`src/rtl/mem_port_arbiter.sv`:
```
// Round-robin arbiter sharing one external memory port among cache-side requesters.
// Tracks outstanding reads/writes per memory serial and routes completions back to their owner.
module mem_port_arbiter #(
    parameter int unsigned NUM_PORTS = 3,
    parameter int unsigned ADDR_W    = 32,
    parameter int unsigned DATA_W    = 128,
    parameter int unsigned SERIAL_W  = 4
) (
    input  logic                          clk,
    input  logic                          rst,

    input  logic [NUM_PORTS-1:0]          reqValid,
    input  logic [NUM_PORTS-1:0]          reqWE,
    input  logic [NUM_PORTS*ADDR_W-1:0]   reqAddr,
    input  logic [NUM_PORTS*DATA_W-1:0]   reqWData,
    output logic [NUM_PORTS-1:0]          reqAck,
    output logic [SERIAL_W-1:0]           reqSerial,

    output logic [ADDR_W-1:0]             memAccessAddr,
    output logic [DATA_W-1:0]             memAccessWriteData,
    output logic                          memAccessRE,
    output logic                          memAccessWE,
    input  logic                          memAccessReadBusy,
    input  logic                          memAccessWriteBusy,
    input  logic [SERIAL_W-1:0]           nextMemReadSerial,
    input  logic [SERIAL_W-1:0]           nextMemWriteSerial,

    input  logic                          memReadDataReady,
    input  logic [DATA_W-1:0]             memReadData,
    input  logic [SERIAL_W-1:0]           memReadSerial,
    input  logic                          memWriteDoneValid,
    input  logic [SERIAL_W-1:0]           memWriteDoneSerial,

    output logic [NUM_PORTS-1:0]          rspValid,
    output logic [DATA_W-1:0]             rspData,
    output logic [SERIAL_W-1:0]           rspSerial,
    output logic [NUM_PORTS-1:0]          wrDone,
    output logic [SERIAL_W:0]             outstandingReads,
    output logic                          errUnexpected
);

    localparam int unsigned DEPTH = 1 << SERIAL_W;
    localparam int unsigned OWN_W = (NUM_PORTS > 1) ? $clog2(NUM_PORTS) : 1;
    localparam int unsigned CNT_W = SERIAL_W + 1;

    // Serial-indexed ownership tables; owners are only meaningful while valid.
    logic [DEPTH-1:0] rd_valid;
    logic [DEPTH-1:0] wr_valid;
    logic [OWN_W-1:0] rd_owner [DEPTH];
    logic [OWN_W-1:0] wr_owner [DEPTH];

    logic [OWN_W-1:0] rr_ptr;
    logic [CNT_W-1:0] rd_count;

    logic                 rd_open;
    logic                 wr_open;
    logic [NUM_PORTS-1:0] eligible;
    logic                 grant_any;
    logic [OWN_W-1:0]     grant_idx;
    logic                 grant_we;
    logic                 rd_alloc;
    logic                 wr_alloc;
    logic                 rd_free;
    logic                 wr_free;
    logic                 rd_unexpected;
    logic                 wr_unexpected;

    function automatic logic [OWN_W-1:0] wrap_add(input logic [OWN_W-1:0] base,
                                                  input int unsigned     offset);
        int unsigned sum;
        sum = 32'(base) + offset;
        if (sum >= NUM_PORTS) begin
            sum = sum - NUM_PORTS;
        end
        return OWN_W'(sum);
    endfunction

    // A port can go only if the memory side of its access type can accept a new serial.
    always_comb begin
        rd_open  = !memAccessReadBusy  && !rd_valid[nextMemReadSerial];
        wr_open  = !memAccessWriteBusy && !wr_valid[nextMemWriteSerial];
        eligible = '0;
        for (int unsigned i = 0; i < NUM_PORTS; i++) begin
            eligible[i] = reqValid[i] && (reqWE[i] ? wr_open : rd_open);
        end
    end

    // First eligible port at or after rr_ptr, wrapping.
    always_comb begin
        logic [OWN_W-1:0] cand;
        grant_any = 1'b0;
        grant_idx = '0;
        cand      = '0;
        for (int unsigned k = 0; k < NUM_PORTS; k++) begin
            cand = wrap_add(rr_ptr, k);
            if (!grant_any && eligible[cand]) begin
                grant_any = 1'b1;
                grant_idx = cand;
            end
        end
        if (rst) begin
            grant_any = 1'b0;
        end
    end

    // Zero-latency issue onto the memory port.
    always_comb begin
        reqAck             = '0;
        reqSerial          = '0;
        memAccessAddr      = '0;
        memAccessWriteData = '0;
        memAccessRE        = 1'b0;
        memAccessWE        = 1'b0;
        grant_we           = reqWE[grant_idx];
        if (grant_any) begin
            reqAck[grant_idx]  = 1'b1;
            memAccessRE        = !grant_we;
            memAccessWE        = grant_we;
            memAccessAddr      = reqAddr[32'(grant_idx) * ADDR_W +: ADDR_W];
            memAccessWriteData = reqWData[32'(grant_idx) * DATA_W +: DATA_W];
            reqSerial          = grant_we ? nextMemWriteSerial : nextMemReadSerial;
        end
    end

    // Allocation and release events; both look at the table as it stood at the start of the cycle.
    always_comb begin
        rd_alloc      = grant_any && !grant_we;
        wr_alloc      = grant_any && grant_we;
        rd_free       = memReadDataReady  && rd_valid[memReadSerial];
        wr_free       = memWriteDoneValid && wr_valid[memWriteDoneSerial];
        rd_unexpected = memReadDataReady  && !rd_valid[memReadSerial];
        wr_unexpected = memWriteDoneValid && !wr_valid[memWriteDoneSerial];
    end

    always_ff @(posedge clk) begin
        if (rst) begin
            rd_valid         <= '0;
            wr_valid         <= '0;
            rr_ptr           <= '0;
            rd_count         <= '0;
            rspValid         <= '0;
            rspData          <= '0;
            rspSerial        <= '0;
            wrDone           <= '0;
            errUnexpected    <= 1'b0;
        end else begin
            rspValid <= '0;
            wrDone   <= '0;

            if (rd_free) begin
                rspValid              <= NUM_PORTS'(1) << rd_owner[memReadSerial];
                rspData               <= memReadData;
                rspSerial             <= memReadSerial;
                rd_valid[memReadSerial] <= 1'b0;
            end
            if (wr_free) begin
                wrDone                       <= NUM_PORTS'(1) << wr_owner[memWriteDoneSerial];
                wr_valid[memWriteDoneSerial] <= 1'b0;
            end
            if (rd_unexpected || wr_unexpected) begin
                errUnexpected <= 1'b1;
            end

            // An allocated serial was invalid, a freed one valid, so they never collide.
            if (rd_alloc) begin
                rd_valid[nextMemReadSerial] <= 1'b1;
            end
            if (wr_alloc) begin
                wr_valid[nextMemWriteSerial] <= 1'b1;
            end
            if (grant_any) begin
                rr_ptr <= wrap_add(grant_idx, 1);
            end

            case ({rd_alloc, rd_free})
                2'b10:   rd_count <= rd_count + CNT_W'(1);
                2'b01:   rd_count <= rd_count - CNT_W'(1);
                default: rd_count <= rd_count;
            endcase
        end
    end

    // Owner fields need no reset; they are qualified by the valid bits.
    always_ff @(posedge clk) begin
        if (rd_alloc) begin
            rd_owner[nextMemReadSerial] <= grant_idx;
        end
        if (wr_alloc) begin
            wr_owner[nextMemWriteSerial] <= grant_idx;
        end
    end

    assign outstandingReads = rd_count;

endmodule

```
`config.mk`:
```
export PLATFORM = sky130hd
export DESIGN_NAME = mem_port_arbiter
export DESIGN_NICKNAME = d
export VERILOG_FILES = /design/src/rtl/mem_port_arbiter.sv
export SDC_FILE = /design/constraint.sdc
export NUM_CORES = 1
export LEC_CHECK = 0
export CAP_MARGIN = 10
export CORE_AREA = 10 10 361 363
export DETAILED_ROUTE_END_ITERATION = 10
export DIE_AREA = 0 0 371 373
export GPL_TIMING_DRIVEN = 0
export PLACE_DENSITY = 0.42
export SETUP_SLACK_MARGIN = 0.5
export SLEW_MARGIN = 20
export SYNTH_ARGS = -nofsm -noshare
export SYNTH_HDL_FRONTEND = slang
export SYNTH_SLANG_ARGS = --single-unit
export TNS_END_PERCENT = 100
```
`constraint.sdc`:
```
create_clock -name clk -period 5.1 [get_ports clk]
set_input_delay 1.02 -clock clk [delete_from_list [all_inputs] [get_ports clk]]
set_output_delay 1.02 -clock clk [all_outputs]
set_load 0.01 [all_outputs]
```
* After elaboration in Yosys (flattened, before gate mapping)
Memory sizes are Yosys's and may differ from the RTL's.
Index checks and enable logic that the tools add are counted.
** Storage, ports and cells
- Bits in registers :: 178
- Bits in writable memories :: 64
- Input port bits :: 636
- Output and inout bits :: 313
- Logic and storage cells :: 140
- Memories kept :: 2
** Cells by class
- Add/subtract/negate cells :: 9
- Magnitude comparators :: 17
- Equal/unequal tests :: 2
- Shift operators :: 4
- Multiplexer cells :: 58
- Bitwise logic cells :: 8
- Reduce and logical (&&, ||, !) cells :: 31
** Memory list
- rd_owner :: words 16, bits a word 2, read ports 1, clocked after Yosys merged registers in 0, wr ports 1, RTL line 49 : logic [OWN_W-1:0] rd_owner [DEPTH];
- wr_owner :: words 16, bits a word 2, read ports 1, clocked after Yosys merged registers in 0, wr ports 1, RTL line 50 : logic [OWN_W-1:0] wr_owner [DEPTH];
** Operator list (count)
- $shiftx A384 B10 Y128 :: 1
- $mux W128 :: 1
- $mux W16 :: 6
- $shiftx A96 B8 Y32 :: 1
- $and A16 B16 Y16 :: 2
- $mux W32 :: 1
- $not A16 Y16 :: 2
- $or A16 B16 Y16 :: 2
- $mux W1 :: 26
- $lt A4 B5 Y1 const B :: 4
- $logic_and A1 B1 Y1 :: 18
- $bmux W1 S4 :: 4
- $demux W1 S4 :: 4
- $ge A4 B1 Y1 const B :: 4
- $mux W2 :: 7
- $lt A2 B3 Y1 const B :: 4
- $pmux W5 S2 :: 1
- $ge A3 B2 Y1 const B :: 3
- $logic_not A1 Y1 :: 9
- $bmux W1 S2 :: 4
- $mux W4 :: 2
- $sub A2 B2 Y2 const B :: 4
- $add A2 B1 Y3 const B :: 2
- $shl A1 B2 Y3 const A :: 2
- other kinds (13) :: 15

* Logic depth before layout (Yosys ltp)
Gate-level depths: netlist of run 1.
- Depth after elaboration :: 21
- Gate-level depth with buffers :: 22
- Gate-level depth less buffers :: 17

* Worst setup path before layout of run 1
No wires, ideal clock.
- Path type :: input -> register
- Start :: in nextMemWriteSerial[0]
- End :: reg rd_count[4] (netlist: outstandingReads[4])
- Library setup time :: 0.070 ns
- Arrival :: 5.036 ns
- Required time :: 5.030 ns
- Setup slack :: -0.006 ns
- Stages on the path :: 22
- Path buffers :: 5
- Path through :: buf_6 > buf_6 > mux2_4 > a222oi_1 > nand4_1 > a21bo_2 > a211o_1 > nor2b_4 > buf_6 > o31ai_4 > buf_4 > nand2_1 > ha_1 > clkbuf_1 > xor2_1 > ha_1 > o21ai_0 > a21oi_1 > a21oi_1 > xor2_1 > or3_1 > a21oi_1
** Between the ends
- Cells in the longest elaborated chain, start to end :: 21
- Elaborated cells between the ends (all ways) :: 35
- Those cells by class :: 2 x eq/ne; 21 x mux; 12 x reduce/logical
** Ends and longest elaborated chain
- from (decl) :: RTL line 26 : input logic [SERIAL_W-1:0] nextMemWriteSerial,
- $bmux W1 S4 * :: RTL line 81 : wr_open = !memAccessWriteBusy && !wr_valid[nextMemWriteSerial];
- $mux W1 (implied by the code) * :: RTL line 81
- $logic_not A1 Y1 * :: RTL line 81
- $logic_and A1 B1 Y1 * :: RTL line 81
- $mux W1 :: RTL line 84 : eligible[i] = reqValid[i] && (reqWE[i] ? wr_open : rd_open);
- $logic_and A1 B1 Y1 :: RTL line 84
- $bmux W1 S2 :: RTL line 96 : if (!grant_any && eligible[cand]) begin
- $mux W1 (implied by the code) :: RTL line 96
- (+5 left out)
- $logic_and A1 B1 Y1 :: RTL line 96
- $mux W2 :: RTL line 96
- $bmux W1 S2 :: RTL line 114 : grant_we = reqWE[grant_idx];
- $mux W1 (implied by the code) :: RTL line 114
- $logic_not A1 Y1 :: RTL line 127 : rd_alloc = grant_any && !grant_we;
- $logic_and A1 B1 Y1 * :: RTL line 127
- $eq A2 B1 Y1 / $eq A2 B2 Y1 (equally long branches) :: RTL line 175 : case ({rd_alloc, rd_free})
- $pmux W5 S2 / $reduce_bool A2 Y1 (equally long branches)
- to (signal assigned) :: RTL line 176 : 2'b10: rd_count <= rd_count + CNT_W'(1);
- to (signal assigned) :: RTL line 177 : 2'b01: rd_count <= rd_count - CNT_W'(1);
- to (signal assigned) :: RTL line 178 : default: rd_count <= rd_count;
- to (decl) :: RTL line 53 : logic [CNT_W-1:0] rd_count;
Mark *: on every way between the ends. The rest lies on a longest branch, timed or not. The select of a mux whose other input is x is not followed.
A chain may end at the register's enable or synchronous reset.

* Final worst setup path of run 1
- Start :: in nextMemReadSerial[3]
- End :: out memAccessWriteData[84]
** Between the ends
- Cells in the longest elaborated chain, start to end :: 17
- Elaborated cells between the ends (all ways) :: 29
- Those cells by class :: 1 x shift; 19 x mux; 9 x reduce/logical
** Ends and longest elaborated chain
- from (decl) :: RTL line 25 : input logic [SERIAL_W-1:0] nextMemReadSerial,
- $bmux W1 S4 * :: RTL line 80 : rd_open = !memAccessReadBusy && !rd_valid[nextMemReadSerial];
- $mux W1 (implied by the code) * :: RTL line 80
- $logic_not A1 Y1 * :: RTL line 80
- $logic_and A1 B1 Y1 * :: RTL line 80
- $mux W1 :: RTL line 84
- $logic_and A1 B1 Y1 :: RTL line 84
- $bmux W1 S2 :: RTL line 96
- $mux W1 (implied by the code) :: RTL line 96
- $mux W1 :: RTL line 96
- $logic_not A1 Y1 :: RTL line 96
- $logic_and A1 B1 Y1 :: RTL line 96
- $mux W1 :: RTL line 96
- $logic_not A1 Y1 :: RTL line 96
- $logic_and A1 B1 Y1 :: RTL line 96
- $mux W2 / $mux W1 (equally long branches) :: RTL line 96
- $shiftx A384 B10 Y128 / $mux W1 (equally long branches) :: RTL line 120, 101
- $mux W128 * :: RTL line 115 : if (grant_any) begin
- to (decl) :: RTL line 20 : output logic [DATA_W-1:0] memAccessWriteData,
Marks and branches as above.

==> impl_results.md, run 1 <==
- Io pins: 949
- Largest net degree at the start of global routing: 22
- Post-synthesis xor/xnor area fraction: 0.3143%
- Cell count along the critical path: 14
- CTS tree: built
- Synth Net Count: 2,454
- Design Power: 7624 uW
- Average wire per standard cell: 27.17 um
- Setup crit end kind: output pin
- Failing checks: negative setup slack
- Hold-fix buffers, CTS: 0
- Max_cap viols: 0
- First-pass GRT wire length: 162,100 um
- Share of the synthesized area in the top cell type: 25.57%
- Leakage: 0.01123 uW
- Chip width: 371 um
- Number of global-route vias before repair: 18,910
- Area delta synth->final: 122.9%
- Synth warn: 0
- Minimum clock period: 5.211 ns
- Antenna viol nets, final: 0
- Min-delay worst type: flop to flop
- CP Data Arrival Time: 4.19 ns
- Most frequent cell on the critical path: buf_12
- Fillers: 13,490
- RSZ-0062 raised after global routing: true
- Worst Skew: 0.03903 ns
- Seq pwr share: 26.5%
- Clock slew at reported path FFs: 0.06 ns
- Max-slew violations: 0
- Yosys reg bits: 242
- DRT Pass-1 Iters: 7
- Dpl ws: -2.889 ns
- CTS Buf Count: 30
- Vias post-DR: 18,650
- Net Sw Frac: 34.86%
- Worst Path Buf+Inv: 6
- Routability cong.: 0.9212
- Rel. slew slack: 29.51%
- CP required: 4.08 ns
- Peak supply drop: 0.2412 mV
- Initial Utilization: 11.33%
- Mapped cell area: 0.01393 mm^2
- Nets: 3,559
- CTS sink cnt: 242
- Async set or reset register ratio after synthesis: 0%
- Wirelength, routed: 125,000 um
- Vias per inst: 4.052
- Critical Path Max Stage Delay: 0.51 ns
- Total die area: 0.1384 mm^2
- R2R Setup Slk: 0.43 ns
- Crit path kind: primary input to output pin
- Total core area: 0.1230 mm^2
- CP top delay family: compound AO/OA/AOI/OAI gates
- Reg2reg start: rd_valid[14]
- Logic pwr share: 44.2%
- Post-synthesis mux area share: 6.528%
- Cells after Synth: 1,810
- Antenna violations before repair: 69
- Main combinational cell family by area after synthesis: simple AND/OR/NAND/NOR gates
- Final Setup Violations: 64
- Simple-gate share of the synthesized area: 27.19%
- H-tree levels: 1
- CP endpoint: memAccessWriteData[84]
- Pwr Density: 245.4 mW/mm^2
- Worst-Margin Slew: 1.057 ns
- Critical path fanouts, max: 6
- Vert. Die Dim: 373 um
- Hold_ws: 0.4517 ns
- Post-DP HPWL: 102,600 um
- Hold Fails Final Rpt: 0
- Synth area leaders: dfxtp_1 26%, nand2_1 17%, edfxtp_1 14%
- Sequential share of the synthesized area: 39.37%
- Root buf cell: clkbuf_16
- Layout cell share with drive strength beyond 1: 28.01%
- Worst path cell trace: buf_12, mux4_2, a22oi_2, nand4b_1, a21boi_2, buf_4, o211ai_4, nor2b_4, buf_12, buf_16, buf_8, nand2_1, a311oi_4, buf_6
- Initial drt markers: 1,264
- Port-buffer cells: 939
- Total GRT Usage: 16.71%
- Cell row count: 129
- Syn avg cell area: 7.698 um^2
- Clock Power Share: 29.3%
- R2R cell count: 23
- Clock Latency Late Sink: 0.58 ns
- Achievable Freq: 191.9 MHz
- Final WS setup: -0.1108 ns
- Commonest non-fill, non-tap cell in the layout: clkdlybuf4s50_1
- Startpoint types: primary input
- # DRC: 0
- Synth Area in Compound Gates: 20.12%
- Utilization after layout: 25.25%
- Worst path slowest cell: mux4_2
- R2R Path End: outstandingReads[4]
- Clock tree buffer depth: 3
- Switch Pwr: 2657 uW
- Period utilization: 102.2%
- Post-Synth Adder-Cell Area: 0.7184%
- Worst setup path startpoint: nextMemReadSerial[3]
- Yosys cell types: 62
- Ys flop type: dfxtp_1
- Post-synth EDFFs: 64
- Run status: complete, but fails checks
- Most frequent cells in the layout: 765 x clkdlybuf4s50_1, 530 x nand2_1, 178 x dfxtp_1, 175 x nor2_1, 138 x a21oi_1
- Remaining Overflow, GRT: 0
- Synth area leader: dfxtp_1
- Pint: 4966 uW
cells by family after synthesis:
| family | after synthesis |
|---|---|
| and+or+nand+nor | 936 |
| AOI/OAI and AO/OA | 384 |
| DFF | 242 |
| buffers and inverters | 188 |
| muxes | 47 |
| adders and majority gates | 8 |
| xor gates and xnor gates | 5 |
Yosys cell counts, drive strengths merged (2+ instances only):
library cell / count
nand3: 30
a211oi: 2
and2: 3
nor4: 4
inv: 10
nor3: 34
o21ai: 10
nand4b: 3
a21boi: 2
and3: 5
nor4b: 5
a21oi: 142
and4: 2
mux2: 8
a31o: 2
a22oi: 3
nand2b: 6
ha: 8
a311oi: 161
buf: 53
o31ai: 28
edfxtp: 64
nor3b: 2
o311ai: 6
a222oi: 2
nor2b: 12
dfxtp: 178
or3: 4
clkbuf: 125
nand4: 6
and3b: 3
mux2i: 5
xor2: 5
o211ai: 15
a221oi: 2
nor2: 181
nand2: 632
mux4: 34
flip-flops by register name, indices dropped and copies added (netlist names):
name              flops
rd_valid             16
rspData             128
rspValid              3
rd_owner             32
errUnexpected         1
rr_ptr                2
rspSerial             4
wr_valid             16
outstandingReads      5
wr_owner             32
wrDone                3
stage by stage:
stage               instance area [um^2]  TNS [ns]  instances
global route                       31040    -17.43       4593
finish                             31060    -2.474       4603
CTS                                29150    -2.794       4511
floorplan                          13990         0       1810
detailed placement                 25440   -502.37       4386
global placement                   25440   -510.77       4386
area by class of cell:
cell class                 instances  area, um^2  area share (%)
timing repair buffer            1072       10620           34.18
multi-input combinational       1380       10010           32.21
sequential                       242        5485           17.66
tap                             1637        2048           6.594
buffer                           178        1753           5.644
clock buffer                      40       859.6           2.767
clock inverter                    15       170.2          0.5478
antenna                           28       70.07          0.2256
inverter                          10       48.80          0.1571
timing repair inverter             1       5.005         0.01611
tightest hold or removal path: stages, from the launching register on:
cell and delay (ns):
dfxtp_1 0.31, nand2_1 0.05, a21oi_1 0.05
timing repair:
item,CTS,global route
pin swaps,65,171
gates resized for setup,1305,425
gates cloned,10,12
buffers inserted,60,52
endpoints found under the setup margin,321,171
how the worst min path moves through the flow:
stage | start | to | slack (ns) | cells after the start
floorplan | rd_valid[2] | rd_valid[2] | 0.46 | 2
global placement | rspData[99] | rspData[99] | 0.44 | 2
finish | rspData[61] | rspData[61] | 0.45 | 2
detailed placement | rspData[45] | rspData[45] | 0.45 | 2
global route | rspData[45] | rspData[45] | 0.47 | 2
CTS | rspData[45] | rspData[45] | 0.45 | 2
power groups by stage:
stage	sequential (uW)	clock [uW]	combinational, uW
floorplan	2060	0	873
global placement	2060	0	2390
detailed placement	2060	0	2380
CTS	2020	2300	3030
global route	2020	2360	3560
finish	2020	2230	3370
per-layer routing:
metal	wire [um]	vias to the layer above	global-route usage [%]
met3	12050	188	7.157
met5	271	-	0.7340
met2	64060	753	29.58
met4	4229	42	6.488
li1	-	8684	-
met1	44430	8983	17.16
Power figures use the tool's default switching activity.
==> run 2: changes to the inputs <==
--- a/config.mk
+++ b/config.mk
@@ -9,7 +9,6 @@
 export CORE_AREA = 10 10 361 363
 export DETAILED_ROUTE_END_ITERATION = 10
 export DIE_AREA = 0 0 371 373
-export GPL_TIMING_DRIVEN = 0
 export PLACE_DENSITY = 0.42
 export SETUP_SLACK_MARGIN = 0.5
 export SLEW_MARGIN = 20
==> run 2 against run 1 <==
  * The run still ends with negative setup slack left
  * Clock skew is 0.019 ns lower
  * First-iteration DRC count fell by 8.1%
  * Worst hold slack is essentially flat
  * Critical path depth up 6
  * Final area rose by 7.3%
  * Global-route usage increased by 0.11 points
  * Clock power down 11%
  * Sequential share of layout area down 1.2 points
  * Maximum frequency grew 0.14%
  * Critical path type unchanged
  * Highest routed layer unchanged
==> impl_results.md, run 2 (synthesized netlist as in run 1, its figures left out) <==
- Dpl cell area: 0.02687 mm^2
- Leakage: 0.01254 uW
- Cell row count: 129
- Failing checks: negative setup slack
- Initial drt markers: 1,161
- Final Setup Violations: 83
- CP Data Arrival Time: 4.18 ns
- Initial Utilization: 11.33%
- Rel. slew slack: 30.16%
- Layout cell share with drive strength beyond 1: 34.51%
- Io pins: 949
- Wirelength, routed: 125,600 um
- Vias post-DR: 19,370
- Clock Latency Late Sink: 0.58 ns
- Area delta synth->final: 139.1%
- Number of global-route vias before repair: 19,370
- RSZ-0062 raised after global routing: true
- Antenna violations before repair: 91
- Dpl ws: -1.285 ns
- Hold Fails Final Rpt: 0
- Peak supply drop: 0.2319 mV
- Pwr Density: 237.0 mW/mm^2
- Setup TNS: -3.583 ns
- Average wire per standard cell: 26.35 um
- CTS tree: built
- Most frequent cells in the layout: 770 x clkdlybuf4s50_1, 492 x nand2_1, 256 x buf_4, 178 x dfxtp_1, 163 x nor2_1
- Vert. Die Dim: 373 um
- Minimum clock period: 5.204 ns
- Total GRT Usage: 16.81%
- Fillers: 13,280
- Clock tree buffer depth: 3
- Final WS setup: -0.1037 ns
- Period utilization: 102.0%
- Largest net degree at the start of global routing: 153
- Vias per inst: 4.064
- Run status: complete, but fails checks
- H-tree levels: 1
- Total die area: 0.1384 mm^2
- Max-slew violations: 0
- Worst-Margin Slew: 1.041 ns
- Top reg by flops: rspData
- Top layer in use: met5
- # DRC: 0
- Clock slew at reported path FFs: 0.05 ns
- Setup crit end kind: output pin
- Min-delay worst type: flop to flop
- First-pass GRT wire length: 165,300 um
- Routed wl met2: 64,910 um
- Total core area: 0.1230 mm^2
- Startpoint types: primary input
- Chip width: 371 um
- Commonest non-fill, non-tap cell in the layout: clkdlybuf4s50_1
- CTS sink cnt: 242
- Port-buffer cells: 948
- Achievable Freq: 192.2 MHz
- CP required: 4.08 ns
- M1 WL: 45,130 um
- Antenna viol nets, final: 0
- DRT Pass-1 Iters: 5
- Max reg flops: 128
- Remaining Overflow, GRT: 0
- Top flop regs: rspData (128), rd_owner (32), wr_owner (32)
- Max_cap viols: 0
- Crit path kind: primary input to output pin
- Routability cong.: 0.9176
- Nets: 3,715
- Met3 routed WL: 10,450 um
- Root buf cell: clkbuf_16
- CTS Buf Count: 27
- Worst Skew: 0.01971 ns
- Critical path fanouts, max: 8
- Post-DP HPWL: 95,430 um
- Final Cell Area: 0.03332 mm^2
- Hold_ws: 0.4521 ns
[run 2: layout make-up]
| cell class | count | area [um^2] | area share (%) |
|---|---|---|---|
| Timing Repair Buffer | 1408 | 14920 | 44.78 |
| Clock buffer | 33 | 708.2 | 2.126 |
| Antenna cell | 41 | 102.6 | 0.3079 |
| Multi-Input combinational cell | 1381 | 9819 | 29.47 |
| Inverter | 10 | 60.06 | 0.1803 |
| Timing Repair inverter | 1 | 30.03 | 0.09013 |
| Sequential cell | 242 | 5485 | 16.46 |
| Clock inverter | 14 | 145.1 | 0.4356 |
| Tap cell | 1637 | 2048 | 6.147 |
[run 2: timing repair]
item / CTS / global route
setup endpoints to repair: 178 / 172
gates resized for setup: 1249 / 252
setup buffers: 143 / 44
hold buffers: 0 / 0
hold endpoints to repair: 0 / 0
gates cloned: 32 / 10
pin swaps: 122 / 123
[run 2: metal layers]
metal	GRT usage, %	vias up
met1	17.85	9307
met4	5.821	34
met3	5.584	234
li1	-	8999
met2	30.67	799
met5	0	-
[run 2: worst max-delay path, cell delays in order]
cell	delay [ns]
buf_6	0.10
buf_12	0.13
buf_6	0.11
mux2_4	0.29
a222oi_1	0.26
buf_4	0.18
nand4_1	0.11
a21boi_2	0.19
buf_4	0.15
buf_4	0.11
buf_4	0.10
a211oi_2	0.05
a21oi_4	0.14
buf_12	0.13
nand2_8	0.09
buf_12	0.18
buf_12	0.15
a311oi_4	0.37
buf_4	0.18
buf_6	0.11
[run 2: where the power goes]
group	internal, uW	switching, uW	leakage, uW
clock	1090	883	0.000422
sequential	2010	15.0	0.00202
combinational	2090	1810	0.0101
[run 2: per-stage QoR]
step / util (%) / instances / power [uW]
6_report: 27.09 / 4767 / 7896
3_3_place_gp: 21.85 / 4450 / 4653
4_1_cts: 25.64 / 4672 / 7635
2_1_floorplan: - / 1810 / 2935
5_1_grt: 27.06 / 4754 / 8242
3_5_place_dp: 21.85 / 4450 / 4633
[run 2: path summary, 6_finish.rpt]
kind,end,startpoint,slack [ns],cells after the start
setup / recovery,memAccessWriteData[113],nextMemWriteSerial[0],-0.10,20
hold / removal,rspData[91],rspData[91],0.45,2
setup reg to reg,outstandingReads[4],rd_valid[9],0.58,24
hold reg to reg,rspData[91],rspData[91],0.45,2
==> run 3: changes to the inputs <==
--- a/config.mk
+++ b/config.mk
@@ -11,6 +11,7 @@
 export DIE_AREA = 0 0 371 373
 export PLACE_DENSITY = 0.42
 export SETUP_SLACK_MARGIN = 0.5
+export SKIP_LAST_GASP = 1
 export SLEW_MARGIN = 20
 export SYNTH_ARGS = -nofsm -noshare
 export SYNTH_HDL_FRONTEND = slang
==> run 3 against run 2 <==
  * The run still ends with negative setup slack left
  * Count of clock-buffer cells in the layout did not move
  * Worst setup slack lost 0.014 ns
  * Power about the same
  * Register-to-register slack worse by 0.02 ns
  * Sequential power hardly changed
  * Clock skew grew 0.00069 ns
  * Critical path depth is 3 lower
  * Die area is the same
  * Final cell count is 0.25% higher
  * Sequential share of layout area about the same
  * Maximum frequency shrank 0.27%
  * Via count rose by 0.60%
  * Critical path type unchanged
==> impl_results.md, run 3 (synthesized netlist as in run 1, its figures left out) <==
- Failing checks: negative setup slack
- Antenna violations before repair: 90
- Vert. Die Dim: 373 um
- Most frequent cells in the layout: 770 x clkdlybuf4s50_1, 530 x nand2_1, 289 x buf_4, 178 x dfxtp_1, 164 x nor2_1
- Period utilization: 102.3%
- WHS Path Cells: 2
- Commonest non-fill, non-tap cell in the layout: clkdlybuf4s50_1
- Minimum clock period: 5.218 ns
- Initial drt markers: 1,184
- Io pins: 949
- Setup crit end kind: output pin
- CTS sink cnt: 242
- Most frequent cell on the critical path: buf_12
- Peak supply drop: 0.2310 mV
- Total GRT Usage: 16.78%
- Hold Fails Final Rpt: 0
- Max reg flops: 128
- Worst Path Buf+Inv: 9
- Min-delay worst type: flop to flop
- CP Data Arrival Time: 4.20 ns
- Setup TNS: -5.350 ns
- Critical path fanouts, max: 8
- Achievable Freq: 191.6 MHz
- Remaining Overflow, GRT: 0
- Design Power: 7893 uW
- Max_cap viols: 0
- Critical Path Max Stage Delay: 0.40 ns
- Cell count along the critical path: 17
- CP top delay family: compound AO/OA/AOI/OAI gates
- Non-filler cells, final: 4,779
- Max-slew violations: 0
- Worst Skew: 0.02039 ns
- Final Setup Violations: 118
- Cell row count: 129
- # DRC: 0
- Crit path kind: primary input to output pin
- GRT busiest layer: met2
- Clock tree buffer depth: 3
- CTS Buf Count: 27
- Layout cell share with drive strength beyond 1: 33.64%
- Clock slew at reported path FFs: 0.05 ns
- CTS tree: built
- Port-buffer cells: 948
- RSZ-0062 raised after global routing: true
- Largest net degree at the start of global routing: 153
- Wirelength, routed: 126,000 um
- Average wire per standard cell: 26.37 um
- DRT Pass-1 Iters: 5
- Hold-fix buffers, CTS: 0
- Initial Utilization: 11.33%
- Total die area: 0.1384 mm^2
- Antenna viol nets, final: 0
- First-pass GRT wire length: 164,800 um
- Pwr Density: 237.5 mW/mm^2
- Rel. slew slack: 29.70%
- Root buf cell: clkbuf_16
- CP required: 4.08 ns
- Placed insts: 4,450
- Startpoint types: primary input
- GRT met2 Usage: 30.52%
- Total core area: 0.1230 mm^2
- Final WS setup: -0.1180 ns
- Chip width: 371 um
- Dpl ws: -1.285 ns
- Routability cong.: 0.9176
- Vias post-DR: 19,490
- H-tree levels: 1
- Leakage: 0.01248 uW
- Worst path slowest cell: a311oi_4
- Clock Latency Late Sink: 0.58 ns
- R2R cell count: 24
- Worst path cell trace: buf_6, buf_12, mux2_4, a222oi_1, buf_4, nand4_1, a21bo_2, a211o_1, nor2b_4, buf_12, inv_16, buf_12, buf_12, nand2_2, a311oi_4, buf_4, buf_6
- Worst-Margin Slew: 1.048 ns
- Number of global-route vias before repair: 19,360
- Post-DP HPWL: 95,430 um
- Top reg by flops: rspData
- GR Util met3: 5.790%
- Area delta synth->final: 138.5%
- Top flop regs: rspData (128), rd_owner (32), wr_owner (32)
- Grt met1 use: 17.71%
- Vias per inst: 4.078
- Run status: complete, but fails checks
- Nets: 3,732
==> run 3: changes by cell type in the layout (fill, tap and decap cells not counted), sizes merged <==
cell	change
buf	+12
clkbuf	+5
diode	-5
==> run 3: final cells by class <==
cell class | count | area (um^2)
flip-flops and latches | 242 | 5485
repair inverters | 1 | 30.03
well taps | 1637 | 2048
inverters | 10 | 60.06
clock buffers | 33 | 708.2
fillers | 13260 | 89760
repair buffers | 1425 | 15010
multi-input cells | 1381 | 9658
diodes | 36 | 90.09
clock inverters | 14 | 145.1
==> run 3: timing repair <==
action	4_1_cts	5_1_grt
setup buffers	143	57
gates resized for setup	1148	276
setup endpoints to repair	178	172
pin swaps	120	135
cloned	32	14
==> run 3: worst min-delay path, cell delays in order (launching register included) <==
cell and delay [ns]:
dfxtp_1 0.30, nand2_1 0.05, a21oi_1 0.05
==> run 3: power breakdown <==
group	leakage, uW	switching, uW	total (uW)	internal (uW)
sequential	0.00202	15.0	2020	2010
clock	0.000422	882	1980	1090
combinational	0.0100	1800	3900	2100
total	0.0125	2700	7890	5190
==> run 3: worst paths after layout <==
check        slack [ns]                       to                   from
max               -0.12  memAccessWriteData[120]  nextMemWriteSerial[0]
max reg2reg        0.56      outstandingReads[4]           rd_valid[11]
min                0.45              rspData[91]            rspData[91]
min reg2reg        0.45              rspData[91]            rspData[91]
==> run 3: layer usage <==
| layer | wire length, um | vias up |
|---|---|---|
| met1 | 44970 | 9348 |
| met5 | 274 | - |
| li1 | - | 9024 |
| met2 | 65040 | 824 |
| met3 | 10670 | 254 |
| met4 | 5078 | 40 |
==> run 3: per-stage QoR <==
stage               hold slack (ns)  instance area, um^2  util, %
global placement             0.4413                26870    21.85
finish                       0.4521                33230    27.02
detailed placement           0.4459                26870    21.85
global route                 0.4643                33210    27.00
CTS                          0.4539                31280    25.43
floorplan                    0.4629                13990        -
==> edit 1 (flow settings as in run 3) <==
Set the parameter `DATA_W` to 256 (it was 128).
--- a/src/rtl/mem_port_arbiter.sv
+++ b/src/rtl/mem_port_arbiter.sv
@@ -5,3 +5,3 @@
     parameter int unsigned ADDR_W    = 32,
-    parameter int unsigned DATA_W    = 128,
+    parameter int unsigned DATA_W    = 256,
     parameter int unsigned SERIAL_W  = 4
Ports: changed (resized memAccessWriteData, memReadData, reqWData and rspData); port bits go from 949 to 1717. The function was not compared with the original's and may differ.
==> edit 1 against run 3 <==
The flow now stops in I/O pin placement; area after synthesis up 53%.
==> edit 1: results (changes against run 3) <==
| Metric | Value |
|---|---|
| Post-synthesis sequential element count | `370 (was 242)` |
| Synthesized net count | `3761 (was 2454)` |
| Post-synth EDFFs | `64 (unchanged)` |
| Dominant synthesized flop cell | `dfxtp_1 (unchanged)` |
| Outcome | `stopped before the end (was finished with violations)` |
| Register area share after synthesis | `0.377 (was 0.394)` |
| Ys Warns | `0 (unchanged)` |
| Top cells by area, synth | `dfxtp_1 29%, mux2i_1 14%, a211oi_1 10% (was dfxtp_1 26%, nand2_1 17%, edfxtp_1 14%)` |
| Distinct cells, synth | `66 (was 62)` |
| Top cells by count, synth | `550 x nand2_1, 306 x dfxtp_1, 305 x nor2_1 (was 632 x nand2_1, 181 x nor2_1, 178 x dfxtp_1)` |
| Share of async-settable or async-resettable flops after synthesis | `0 (unchanged)` |
| Synth Instances | `2605 (was 1810)` |
| Failed at | `I/O pin placement` |
| Tool error | `[ERROR PPL-0024] Number of IO pins (1717) exceeds maximum number of available positions (1342). Increase the die perimeter from 1488.00um to 2335.12um.` |
-- edit 1: cell types whose count changed after synthesis, sizes merged, moves of 8 or more --
cell | run 3 | this run
nand2 | 632 | 551
a311oi | 161 | 2
a21oi | 142 | 272
nor2 | 181 | 306
nand3 | 30 | 17
mux2i | 5 | 290
dfxtp | 178 | 306
o21ai | 10 | 18
a211oi | 2 | 288
clkbuf | 125 | 155
buf | 53 | 104
-- edit 1: cells by family after synthesis --
logic type	share of synthesized area
compound gates	0.206
fa+ha+maj	0.00469
xor+xnor	0.00205
flops	0.377
mux	0.176
buf+inv	0.0553
simple gates	0.179
==> edit 2 (settings of run 3) <==
Without the edit above. Put one more register stage on the output `errUnexpected`, without a reset. The value now appears one clock later. The other outputs are not delayed to match.
--- a/src/rtl/mem_port_arbiter.sv
+++ b/src/rtl/mem_port_arbiter.sv
@@ -44,2 +44,4 @@
     localparam int unsigned CNT_W = SERIAL_W + 1;
+
+    logic errUnexpected_s0;
 
@@ -144,3 +146,3 @@
             wrDone           <= '0;
-            errUnexpected    <= 1'b0;
+            errUnexpected_s0 <= 1'b0;
         end else begin
@@ -160,3 +162,3 @@
             if (rd_unexpected || wr_unexpected) begin
-                errUnexpected <= 1'b1;
+                errUnexpected_s0 <= 1'b1;
             end
@@ -194,2 +196,6 @@
 
+    always_ff @(posedge clk) begin
+        errUnexpected <= errUnexpected_s0;
+    end
+
 endmodule
Formal check against the unedited RTL: not equivalent (Yosys sat finds a counterexample within 4 cycles, from zero or initial values and one cycle with rst high).
==> edit 2 against run 3 <==
The flow still finishes with violations (negative setup slack); die area is the same; worst setup slack lost 0.031 ns; synthesized cell count is essentially flat; final cell count shrank 1.9%; critical path depth shrank 1; sequential cell count grew 1; wire length shrank 3.5%; via count shrank 3.2%; power shrank 1.5%; area after synthesis grew 0.14%; clock skew grew 0.016 ns; sequential share of layout area grew 0.59 points; non-clock buffer count shrank 87; cell area shrank 3.1%; highest routed layer unchanged.
==> edit 2: results (changes against run 3) <==
| Metric | Value |
|---|---|
| RePlAce Congestion | `0.894 (was 0.918)` |
| Register area share after synthesis | `0.395 (was 0.394)` |
| Share of cells above drive strength 1 | `0.322 (was 0.336)` |
| Largest net degree at the start of global routing | `138 (was 153)` |
| Final Instance Count excl. Fillers | `4687 (was 4779)` |
| Top cells by count, synth | `632 x nand2_1, 181 x nor2_1, 179 x dfxtp_1 (was 632 x nand2_1, 181 x nor2_1, 178 x dfxtp_1)` |
| Outcome | `finished with violations (unchanged)` |
| WP data arrival | `4.23 ns (was 4.20 ns)` |
| Routed vias | `18862 (was 19490)` |
| Dpl cell area | `0.0266 mm^2 (was 0.0269 mm^2)` |
| IO buf count | `948 (unchanged)` |
| CTS clk-pin slew, worst paths | `0.06 ns` |
| DP Worst Slack | `-1.55 ns (was -1.28 ns)` |
| Initial antenna violation count | `57 (was 90)` |
| Largest regs | `rspData x128, rd_owner x32, wr_owner x32 (unchanged)` |
| Htree depth | `1 (unchanged)` |
| Top cells by area, synth | `dfxtp_1 26%, nand2_1 17%, edfxtp_1 14% (unchanged)` |
| Nets | `3646 (was 3732)` |
| Cell Count Post-Placement | `4419 (was 4450)` |
| All-layer global routing usage | `0.161 (was 0.168)` |
| Share of async-settable or async-resettable flops after synthesis | `0 (unchanged)` |
| HPWL reported at the end of detailed placement | `93.4 mm (was 95.4 mm)` |
| DR iter-0 viols | `1146 (was 1184)` |
| Failing checks | `negative setup slack (unchanged)` |
| Worst slew pin tran | `1.08 ns (was 1.05 ns)` |
| TritonRoute pass-1 iters | `5 (unchanged)` |
| Post-synth EDFFs | `64 (unchanged)` |
| Distinct cells, synth | `62 (unchanged)` |
| PnR worst setup slack | `-0.149 ns (was -0.118 ns)` |
| Clk_skew | `0.0363 ns (was 0.0204 ns)` |
| CP Max Fanout | `8 (unchanged)` |
| CTS root buffer | `clkbuf_16 (unchanged)` |
| Leakage power | `12.2 nW (was 12.5 nW)` |
| Peak supply drop | `194 uV (was 231 uV)` |
| Hold Crit Class | `reg2reg (unchanged)` |
| Synth Instances | `1811 (was 1810)` |
| Net Sw Frac | `0.337 (was 0.342)` |
| Clk_lat worst skew | `0.59 ns` |
| Global-route wire length before repair | `160 mm (was 165 mm)` |
| CTS max path bufs | `3 (unchanged)` |
| Ys Warns | `0 (unchanged)` |
| Num CTS Buffers | `29 (was 27)` |
| Synthesized net count | `2455 (was 2454)` |
| Post-DR wirelength/cell | `25.9 um (was 26.4 um)` |
| Setup violators final | `90 (was 118)` |
==> edit 2: cell count changes in the layout (fill, tap and decap cells not counted), sizes merged, moves of 2 or more <==
cell	before	now
buf	634	540
diode	36	26
clkbuf	48	55
clkdlybuf4s15	1	6
clkinv	11	7
clkinvlp	1	3
==> edit 2: final cells by class <==
class,count,area (um^2)
fill,13338,90800
timing repair buffer,1338,13800
multi-input combinational,1380,9680
sequential,243,5510
tap,1637,2050
clock buffer,38,831
clock inverter,15,183
antenna,26,65.1
inverter,10,51.3
==> edit 2: cell families after synthesis <==
logic type,Yosys count,synth area share
flops,243,0.395
fa+ha+maj,8,0.00717
xor+xnor,5,0.00314
buf+inv,188,0.0575
mux,47,0.0652
simple gates,936,0.272
compound gates,384,0.201
==> edit 2: per-layer routing <==
layer / vias to the layer above / global-route usage / wire (um)
met4: 22 / 0.0457 / 3280
met3: 165 / 0.0517 / 9770
met5: - / 0 / 147
met2: 719 / 0.288 / 62500
met1: 9097 / 0.180 / 45900
li1: 8859 / - / -
==> edit 2: path summary, 6_finish.rpt <==
| path | startpoint | to | slack, ns | cells after the start |
|---|---|---|---|---|
| hold / removal | errUnexpected_s0 | errUnexpected | 0.36 | 0 |
| hold reg to reg | errUnexpected_s0 | errUnexpected | 0.36 | 0 |
| setup / recovery | nextMemWriteSerial[0] | memAccessWriteData[76] | -0.15 | 16 |
| setup reg to reg | rd_valid[4] | outstandingReads[4] | 0.38 | 26 |
==> edit 2: repair_timing <==
item	in CTS	in global routing
cloned	21	15
resized for setup	1065	329
setup endpoints to repair	187	172
endpoints found under the hold margin	0	0
pin swaps	120	168
setup buffers	80	73
==> edit 2: critical path, cell delays in order <==
cell	delay [ns]
buf_8	0.08
buf_12	0.12
mux4_2	0.51
a22oi_2	0.18
buf_4	0.15
nand4_1	0.10
a21boi_2	0.23
o211ai_2	0.15
nor2b_4	0.39
buf_8	0.20
buf_4	0.13
buf_12	0.12
nand2_4	0.05
a311oi_4	0.46
buf_6	0.19
buf_12	0.10
==> edit 2: power by group through the flow <==
| stage | registers [mW] | clock network [mW] | logic, mW |
|---|---|---|---|
| detailed placement | 2.07 | 0 | 2.50 |
| floorplan | 2.07 | 0 | 0.873 |
| global placement | 2.07 | 0 | 2.52 |
| finish | 2.03 | 2.21 | 3.54 |
| global route | 2.03 | 2.37 | 3.73 |
| CTS | 2.03 | 2.30 | 3.07 |
==> edit 2: through the flow <==
stage          hold slack (ns)  setup TNS [ns]  utilization
6_report                 0.359           -3.04        0.262
5_1_grt                  0.366          -26.53        0.262
4_1_cts                  0.361          -10.25        0.243
3_5_place_dp             0.349         -173.60        0.217
3_3_place_gp             0.355         -180.70        0.217
2_1_floorplan            0.331               0            -
